==> src/rtl/spi_reg_slave.sv <==
// SPI target with a small register file: one 16-bit frame per access ({rw, addr[6:0]}, data).
// spi_clk is oversampled in the clk domain; all SPI pins arrive already synchronized.
module spi_reg_slave #(
  parameter int NUM_CFG    = 8,
  parameter int NUM_STATUS = 8,
  parameter int REG_WIDTH  = 8
) (
  input  logic                            clk,
  input  logic                            rstb,
  input  logic                            ena,
  input  logic [1:0]                      mode,
  input  logic                            spi_cs_n,
  input  logic                            spi_clk,
  input  logic                            spi_mosi,
  output logic                            spi_miso,
  output logic [NUM_CFG*REG_WIDTH-1:0]    config_regs,
  input  logic [NUM_STATUS*REG_WIDTH-1:0] status_regs,
  output logic                            wr_strobe,
  output logic [6:0]                      wr_addr
);

  typedef enum logic [1:0] {IDLE, CMD, DATA, DONE} state_t;

  state_t                              state;
  logic                                spi_clk_d;
  logic [1:0]                          mode_q;
  logic [3:0]                          cnt;
  logic [6:0]                          cmd_sr;
  logic [REG_WIDTH-1:0]                rx_sr;
  logic [REG_WIDTH-1:0]                tx_sr;
  logic                                rw_q;
  logic [6:0]                          addr_q;
  logic [NUM_CFG-1:0][REG_WIDTH-1:0]   cfg;

  logic rise, fall, leading, trailing, sample_edge;
  logic [6:0]           cmd_addr;
  logic [REG_WIDTH-1:0] rx_next;
  logic [REG_WIDTH-1:0] rd_data;
  logic                 cfg_hit;

  assign rise        = spi_clk & ~spi_clk_d;
  assign fall        = ~spi_clk & spi_clk_d;
  assign leading     = mode_q[1] ? fall : rise;
  assign trailing    = mode_q[1] ? rise : fall;
  assign sample_edge = mode_q[0] ? trailing : leading;

  // Address is complete on the 8th edge: 6 bits already in cmd_sr plus the live MOSI bit.
  assign cmd_addr = {cmd_sr[5:0], spi_mosi};
  assign rx_next  = {rx_sr[REG_WIDTH-2:0], spi_mosi};
  assign config_regs = cfg;

  always_comb begin
    rd_data = '0;
    for (int i = 0; i < NUM_CFG; i++)
      if (cmd_addr == 7'(i)) rd_data = cfg[i];
    for (int i = 0; i < NUM_STATUS; i++)
      if (cmd_addr == 7'(NUM_CFG + i)) rd_data = status_regs[i*REG_WIDTH +: REG_WIDTH];
  end

  always_comb begin
    cfg_hit = 1'b0;
    for (int i = 0; i < NUM_CFG; i++)
      if (addr_q == 7'(i)) cfg_hit = 1'b1;
  end

  always_ff @(posedge clk) begin
    if (!rstb) begin
      state     <= IDLE;
      spi_clk_d <= spi_clk;
      mode_q    <= '0;
      cnt       <= '0;
      cmd_sr    <= '0;
      rx_sr     <= '0;
      tx_sr     <= '0;
      rw_q      <= 1'b0;
      addr_q    <= '0;
      cfg       <= '0;
      spi_miso  <= 1'b0;
      wr_strobe <= 1'b0;
      wr_addr   <= '0;
    end else if (ena) begin
      spi_clk_d <= spi_clk;
      wr_strobe <= 1'b0;
      if (spi_cs_n) begin
        // CS high wins over everything, including a coincident final edge.
        state    <= IDLE;
        cnt      <= '0;
        spi_miso <= 1'b0;
      end else begin
        case (state)
          IDLE: begin
            state    <= CMD;
            cnt      <= '0;
            mode_q   <= mode;
            spi_miso <= 1'b0;
          end
          CMD: begin
            if (sample_edge) begin
              cmd_sr <= {cmd_sr[5:0], spi_mosi};
              cnt    <= cnt + 4'd1;
              if (cnt == 4'd7) begin
                rw_q     <= cmd_sr[6];
                addr_q   <= cmd_addr;
                tx_sr    <= cmd_sr[6] ? '0 : rd_data;
                spi_miso <= ~cmd_sr[6] & rd_data[REG_WIDTH-1];
                state    <= DATA;
              end
            end
          end
          DATA: begin
            if (sample_edge) begin
              rx_sr    <= rx_next;
              tx_sr    <= {tx_sr[REG_WIDTH-2:0], 1'b0};
              cnt      <= cnt + 4'd1;
              // MISO moves with tx_sr so the next bit is out one clk after the edge.
              spi_miso <= tx_sr[REG_WIDTH-2];
              if (cnt == 4'd15) begin
                state    <= DONE;
                spi_miso <= 1'b0;
                if (rw_q && cfg_hit) begin
                  for (int i = 0; i < NUM_CFG; i++)
                    if (addr_q == 7'(i)) cfg[i] <= rx_next;
                  wr_strobe <= 1'b1;
                  wr_addr   <= addr_q;
                end
              end
            end
          end
          DONE: spi_miso <= 1'b0;
          default: state <= IDLE;
        endcase
      end
    end
  end

endmodule
==> config.mk <==
export PLATFORM = sky130hd
export DESIGN_NAME = spi_reg_slave
export DESIGN_NICKNAME = d
export VERILOG_FILES = /design/src/rtl/spi_reg_slave.sv
export SDC_FILE = /design/constraint.sdc
export NUM_CORES = 1
export LEC_CHECK = 0
export CAP_MARGIN = 20
export CORE_UTILIZATION = 65
export DETAILED_ROUTE_END_ITERATION = 12
export DONT_BUFFER_PORTS = 1
export PLACE_DENSITY_LB_ADDON = 0.1
export SYNTH_ARGS = -nofsm -noshare
export SYNTH_HDL_FRONTEND = slang
export SYNTH_SLANG_ARGS = --single-unit
export TNS_END_PERCENT = 100
==> constraint.sdc <==
create_clock -name clk -period 4.6 [get_ports clk]
set_input_delay 0.69 -clock clk [delete_from_list [all_inputs] [get_ports clk]]
set_output_delay 0.69 -clock clk [all_outputs]
set_load 0.01 [all_outputs]
# After elaboration in Yosys (flattened, before gate mapping)
# Index checks and enable logic that the tools add are counted.
dict set report word_totals {
  register_bits 111
  inputBits 72
  out_inout_bits 73
  word_cells 144
}
dict set report classes {
  add_sub_neg 1
  eq_ne 36
  n_mux 54
  bitwise 7
  n_reduce_logical 26
}
# op count
set ops {}
lappend ops {{two-way mux 8 bit} 16}
lappend ops {{== test 7 x 3 -> 1 bit, second input constant} 8}
lappend ops {{== test 7 x 4 -> 1 bit, second input constant} 8}
lappend ops {{AND reduction 7 bit} 8}
lappend ops {{== test 7 x 2 -> 1 bit, second input constant} 4}
lappend ops {{two-way mux 7 bit} 4}
lappend ops {{two-way mux 1 bit} 23}
lappend ops {{AND reduction 6 bit} 3}
lappend ops {{== test 7 x 1 -> 1 bit, second input constant} 2}
lappend ops {{zero test 7 bit} 2}
lappend ops {{one-hot mux 7 bit (2 select lines)} 1}
lappend ops {{!= test 3 bit, second input constant} 4}
lappend ops {{AND reduction 4 bit} 3}
lappend ops {{two-way mux 2 bit} 5}
lappend ops {{two-way mux 4 bit} 2}
lappend ops {{one-hot mux 4 bit (2 select lines)} 1}
lappend ops {{!= test 2 bit, second input constant} 3}
lappend ops {{one-hot mux 2 bit (3 select lines)} 1}
lappend ops {{AND reduction 3 bit} 2}
lappend ops {{AND reduction 5 bit} 1}
lappend ops {{adder 4 x 1 -> 4 bit, second input constant} 1}
lappend ops {{== test 2 bit, second input constant} 2}
lappend ops {{== test 4 x 3 -> 1 bit, second input constant} 1}
lappend ops {{== test 4 bit, second input constant} 1}
lappend ops {{12 further kinds} 18}

# Longest topological paths before layout
dict set report depth {
  word_depth 22
  ltp_mapped 10
}

# Least setup slack after synthesis
# Ideal clock, no wire load.
dict set report synth_path {
  path_type {input to register}
  startpoint {input spi_clk}
  endpoint {register cfg (netlist bit config_regs[15])}
  setup_time_ns 0.119
  arrival_ns 2.151
  required_time_ns 4.481
  setup_slack_ns 2.329
  path_stages 9
  cell_sequence {nand2b_1 mux2i_4 nand4_2 buf_6 or3_1 buf_2 buf_6 nand3_2 o21ai_2}
}
dict set report synth_via {
  elab_chain_len 5
  elab_cells_between_ends 7
}
# item line
set synth_lines {}
lappend synth_lines {{from (decl)} 13} ;# input logic spi_clk,
lappend synth_lines {{NOT 1 bit} 42} ;# assign fall = ~spi_clk & spi_clk_d;
lappend synth_lines {{AND 1 bit} 42}
lappend synth_lines {{two-way mux 1 bit, on equally long branches} {43, 44}}
lappend synth_lines {{two-way mux 1 bit (*)} 45} ;# assign sample_edge = mode_q[0] ? trailing : leading;
lappend synth_lines {{AND reduction 7 bit (no line) (*)} --}
lappend synth_lines {{to (signal, indexed assignment)} 122} ;# if (addr_q == 7'(i)) cfg[i] <= rx_next;
lappend synth_lines {{to (decl)} 33} ;# logic [NUM_CFG-1:0][REG_WIDTH-1:0] cfg;
# Mark *: on every way between the ends. The rest lies on a longest branch, timed or not.
# A chain may end at the register's enable or synchronous reset.

# Final worst setup path
dict set report layout_path {
  startpoint {register mode_q[0]}
  endpoint {register cfg (netlist bit config_regs[39])}
}
dict set report layout_via {
  elab_chain_len 2
}
# item line
set layout_lines {}
lappend layout_lines {{from (decl)} 26} ;# logic [1:0] mode_q;
lappend layout_lines {{from (signal assigned)} 94} ;# mode_q <= mode;
lappend layout_lines {{two-way mux 1 bit} 45}
lappend layout_lines {{AND reduction 7 bit (no line)} --}
# Every way passes these cells.

==> out/qor.csv <==
stage;metric;value;unit
finish;area_growth;2.123;%
floorplanning;io_pins;145;
clock_network;clockBufferDepth;2;
critical_path;critPathCaptureType;flip-flop;
logic_synthesis;synth_compound_area_share;18.56;%
pwr;leakagePower;0.002123;uW
floorplanning;die_h;96.27;microns
detailed_routing;via_per_inst;6.783;
clock_network;cts_setup_buffers;0;
placed_design;place_inst;728;
sta;fin_crit;2.775;ns
hold_path;hold_depth;0;
clock_network;numCtsBuffers;9;
logic_synthesis;syn-cell-area;5777;sq um
clock_network;cts_sinks;111;
detailed_routing;detail_route.wl_per_cell;22.14;microns
logic_synthesis;yosys.area_share.simple;22.31;%
sta;setup_viol;0;
critical_path;crit_type;reg2reg;
critical_path;reg2reg_depth;6;
floorplanning;die_w;96.27;microns
sta;tightest_slew;0.7511;ns
logic_synthesis;synth_edf_count;1;
finish;instances_no_fill;745;
logic_synthesis;synth_xor_xnor_area_share;0.3032;%
detailed_routing;drc_errors;0;
floorplanning;dieArea;9268;sq um
logic_synthesis;ys_seq_elements;111;
sta;rsz0062_at_grt;false;
floorplanning;start_util;66.57;%
global_routing;grt_overflow_total;0;
detailed_routing;drt-total-wl;16500;microns
placed_design;gp_congestion;0.9860;
critical_path;cp.arrival;3.02;ns
finish;multi_input_area;3267;sq um
logic_synthesis;async_reset_ff_share;0;%
clock_network;cts_tree;yes;
job;maxCapViolations;0;
logic_synthesis;ys_types;65;
global_routing;grt_pass1_wl;24370;microns
detailed_routing;first_pass_iters;5;
sta;setup_tns;0;ns
clock_network;cts_max_level;3;
hold_path;hp-class;in2reg;
sta;max_freq;0.3603;GHz
finish;seqCellArea;2233;sq um
global_routing;track_usage;35.62;%
global_routing;antenna_found_initial;0;
detailed_routing;ant_nets;0;
logic_synthesis;synth_fa_ha_area_share;0.8664;%
finish;layout-drive-gt1-share;8.648;%
clock_network;clk_latency;0.38;ns
pwr;peakVddDrop;0.0001988;V
sta;maxSlewHeadroom;49.46;%
logic_synthesis;synth_area_leaders;dfxtp_1 38%, mux2i_1 10%, o21ai_0 5.0%;
detailed_routing;num_vias;5053;
logic_synthesis;yosysWarnings;0;
sta;finClkSkew;0.01187;ns
logic_synthesis;synth_flop_cell;dfxtp_1;
logic_synthesis;syn-num-nets;746;
logic_synthesis;seq_area_frac_synth;38.64;%
critical_path;crit_required;4.84;ns
sta;slew_violations;0;
global_routing;grt_pass1_vias;4618;
placed_design;dp_hpwl;11790;microns
logic_synthesis;synth_top_area_share;38.12;%
finish;nets;707;
clock_network;clk_pin_slew;0.11;ns
status;status;completed;
logic_synthesis;syn_inst;670;
clock_network;cts-resized-gates;0;
critical_path;start_kind;flip-flop;
finish;nFillCells;708;
logic_synthesis;synth_top_family_by_area;simple AND/OR/NAND/NOR gates;
clock_network;cts_root_buffer;clkbuf_8;
global_routing;grt_max_degree;119;
logic_synthesis;synth.mux.area_fraction;14.51;%
detailed_routing;drt_iter0_markers;438;
placed_design;io_buffers;0;
sta;finalCritPeriodShare;60.33;%
floorplanning;core-area;8678;sq um
critical_path;cp_max_fo;16;
clock_network;ctsHoldBuffers;0;
floorplanning;rows;34;
logic_synthesis;synth_area_leader_cell;dfxtp_1;
logic_synthesis;synth.avg_cell_area;8.622;sq um
pwr;p_per_area;272.6;nW/um^2
sta;hold_viol;0;
-- synth_stat cells (11+ instances only) --
cell and number:
a21oi_1 26, buf_2 12, clkbuf_1 34, dfxtp_1 110
inv_1 11, mux2i_1 59, nand2_1 73, nand2b_1 12
nand3_1 47, nor2_1 24, nor2b_1 33, o21ai_0 58
o21ai_1 15
-- per-layer routing --
layer,wire length [microns],up-vias,global-route usage (%)
li1,-,2335,-
met1,6250,2376,41.85
met2,7558,295,57.98
met3,1877,47,11.93
met4,808,0,17.54
met5,0,-,0
-- flip-flops by register name, indices dropped and copies added (netlist names), 2 cells and up --
register,count
config_regs,64
addr_q,7
cmd_sr,7
rx_sr,7
tx_sr,7
wr_addr,7
cnt,4
mode_q,2
state,2
-- cells by family (layout without fill, tap and decap cells) --
family / count (synthesis) / count (layout)
AOI/OAI and AO/OA: 172 / 172
xor gates and xnor gates: 2 / 2
adders and majority gates: 4 / 4
buffers and inverters: 65 / 31
DFF: 111 / 111
muxes: 74 / 74
other: 0 / 1
and+or+nand+nor: 242 / 242
-- cell type report --
type | count | share of cell area (%)
multi-input cells | 494 | 55.38
flip-flops and latches | 111 | 37.86
clock buffers | 11 | 2.397
well taps | 108 | 2.291
clock inverters | 5 | 0.8271
inverters | 11 | 0.6999
repair buffers | 4 | 0.5090
diodes | 1 | 0.04242
-- cell usage in the layout (no fill, tap or decap), types with 10 or more instances in the layout --
cell / Yosys / final
clkbuf_8: 0 / 10
nor2_1: 24 / 24
mux2i_1: 59 / 59
a21oi_1: 26 / 26
nor2b_1: 33 / 33
dfxtp_1: 110 / 109
nand2_1: 73 / 73
o21ai_0: 58 / 58
inv_1: 11 / 11
nand3_1: 47 / 47
o21ai_1: 15 / 15
nand2b_1: 12 / 12
-- through the flow --
stage	total power (uW)	instance area, sq um	setup slack (ns)	utilization [%]	hold slack [ns]
2_1_floorplan	1065	5777	2.329	-	0.4474
3_3_place_gp	1056	5707	1.761	65.76	0.4576
3_5_place_dp	1057	5707	1.661	65.76	0.4633
4_1_cts	1608	5897	1.815	67.95	0.3999
5_1_grt	1664	5897	1.608	67.95	0.3847
6_report	1608	5899	1.825	67.98	0.4010
-- power by group --
group          switching [uW]  internal, uW
logic                    34.2          33.3
registers                2.87           966
clock network             348           224
total                     385          1220
-- final timing paths --
path / from / to / slack (ns)
setup reg to reg: mode_q[0] / config_regs[39] / 1.82
setup / recovery: mode_q[0] / config_regs[39] / 1.82
hold reg to reg: tx_sr[2] / tx_sr[3] / 0.48
hold / removal: spi_clk / spi_clk_d / 0.40
-- worst max-delay path, cell delays in order, from the launching register on --
cell and delay, ns:
dfxtp_1 0.33, xnor2_1 0.34, mux2i_4 0.40, nand4_2 0.44, or4_1 0.84, nand3_1 0.19
o21ai_0 0.10
Power figures use the tool's default switching activity.
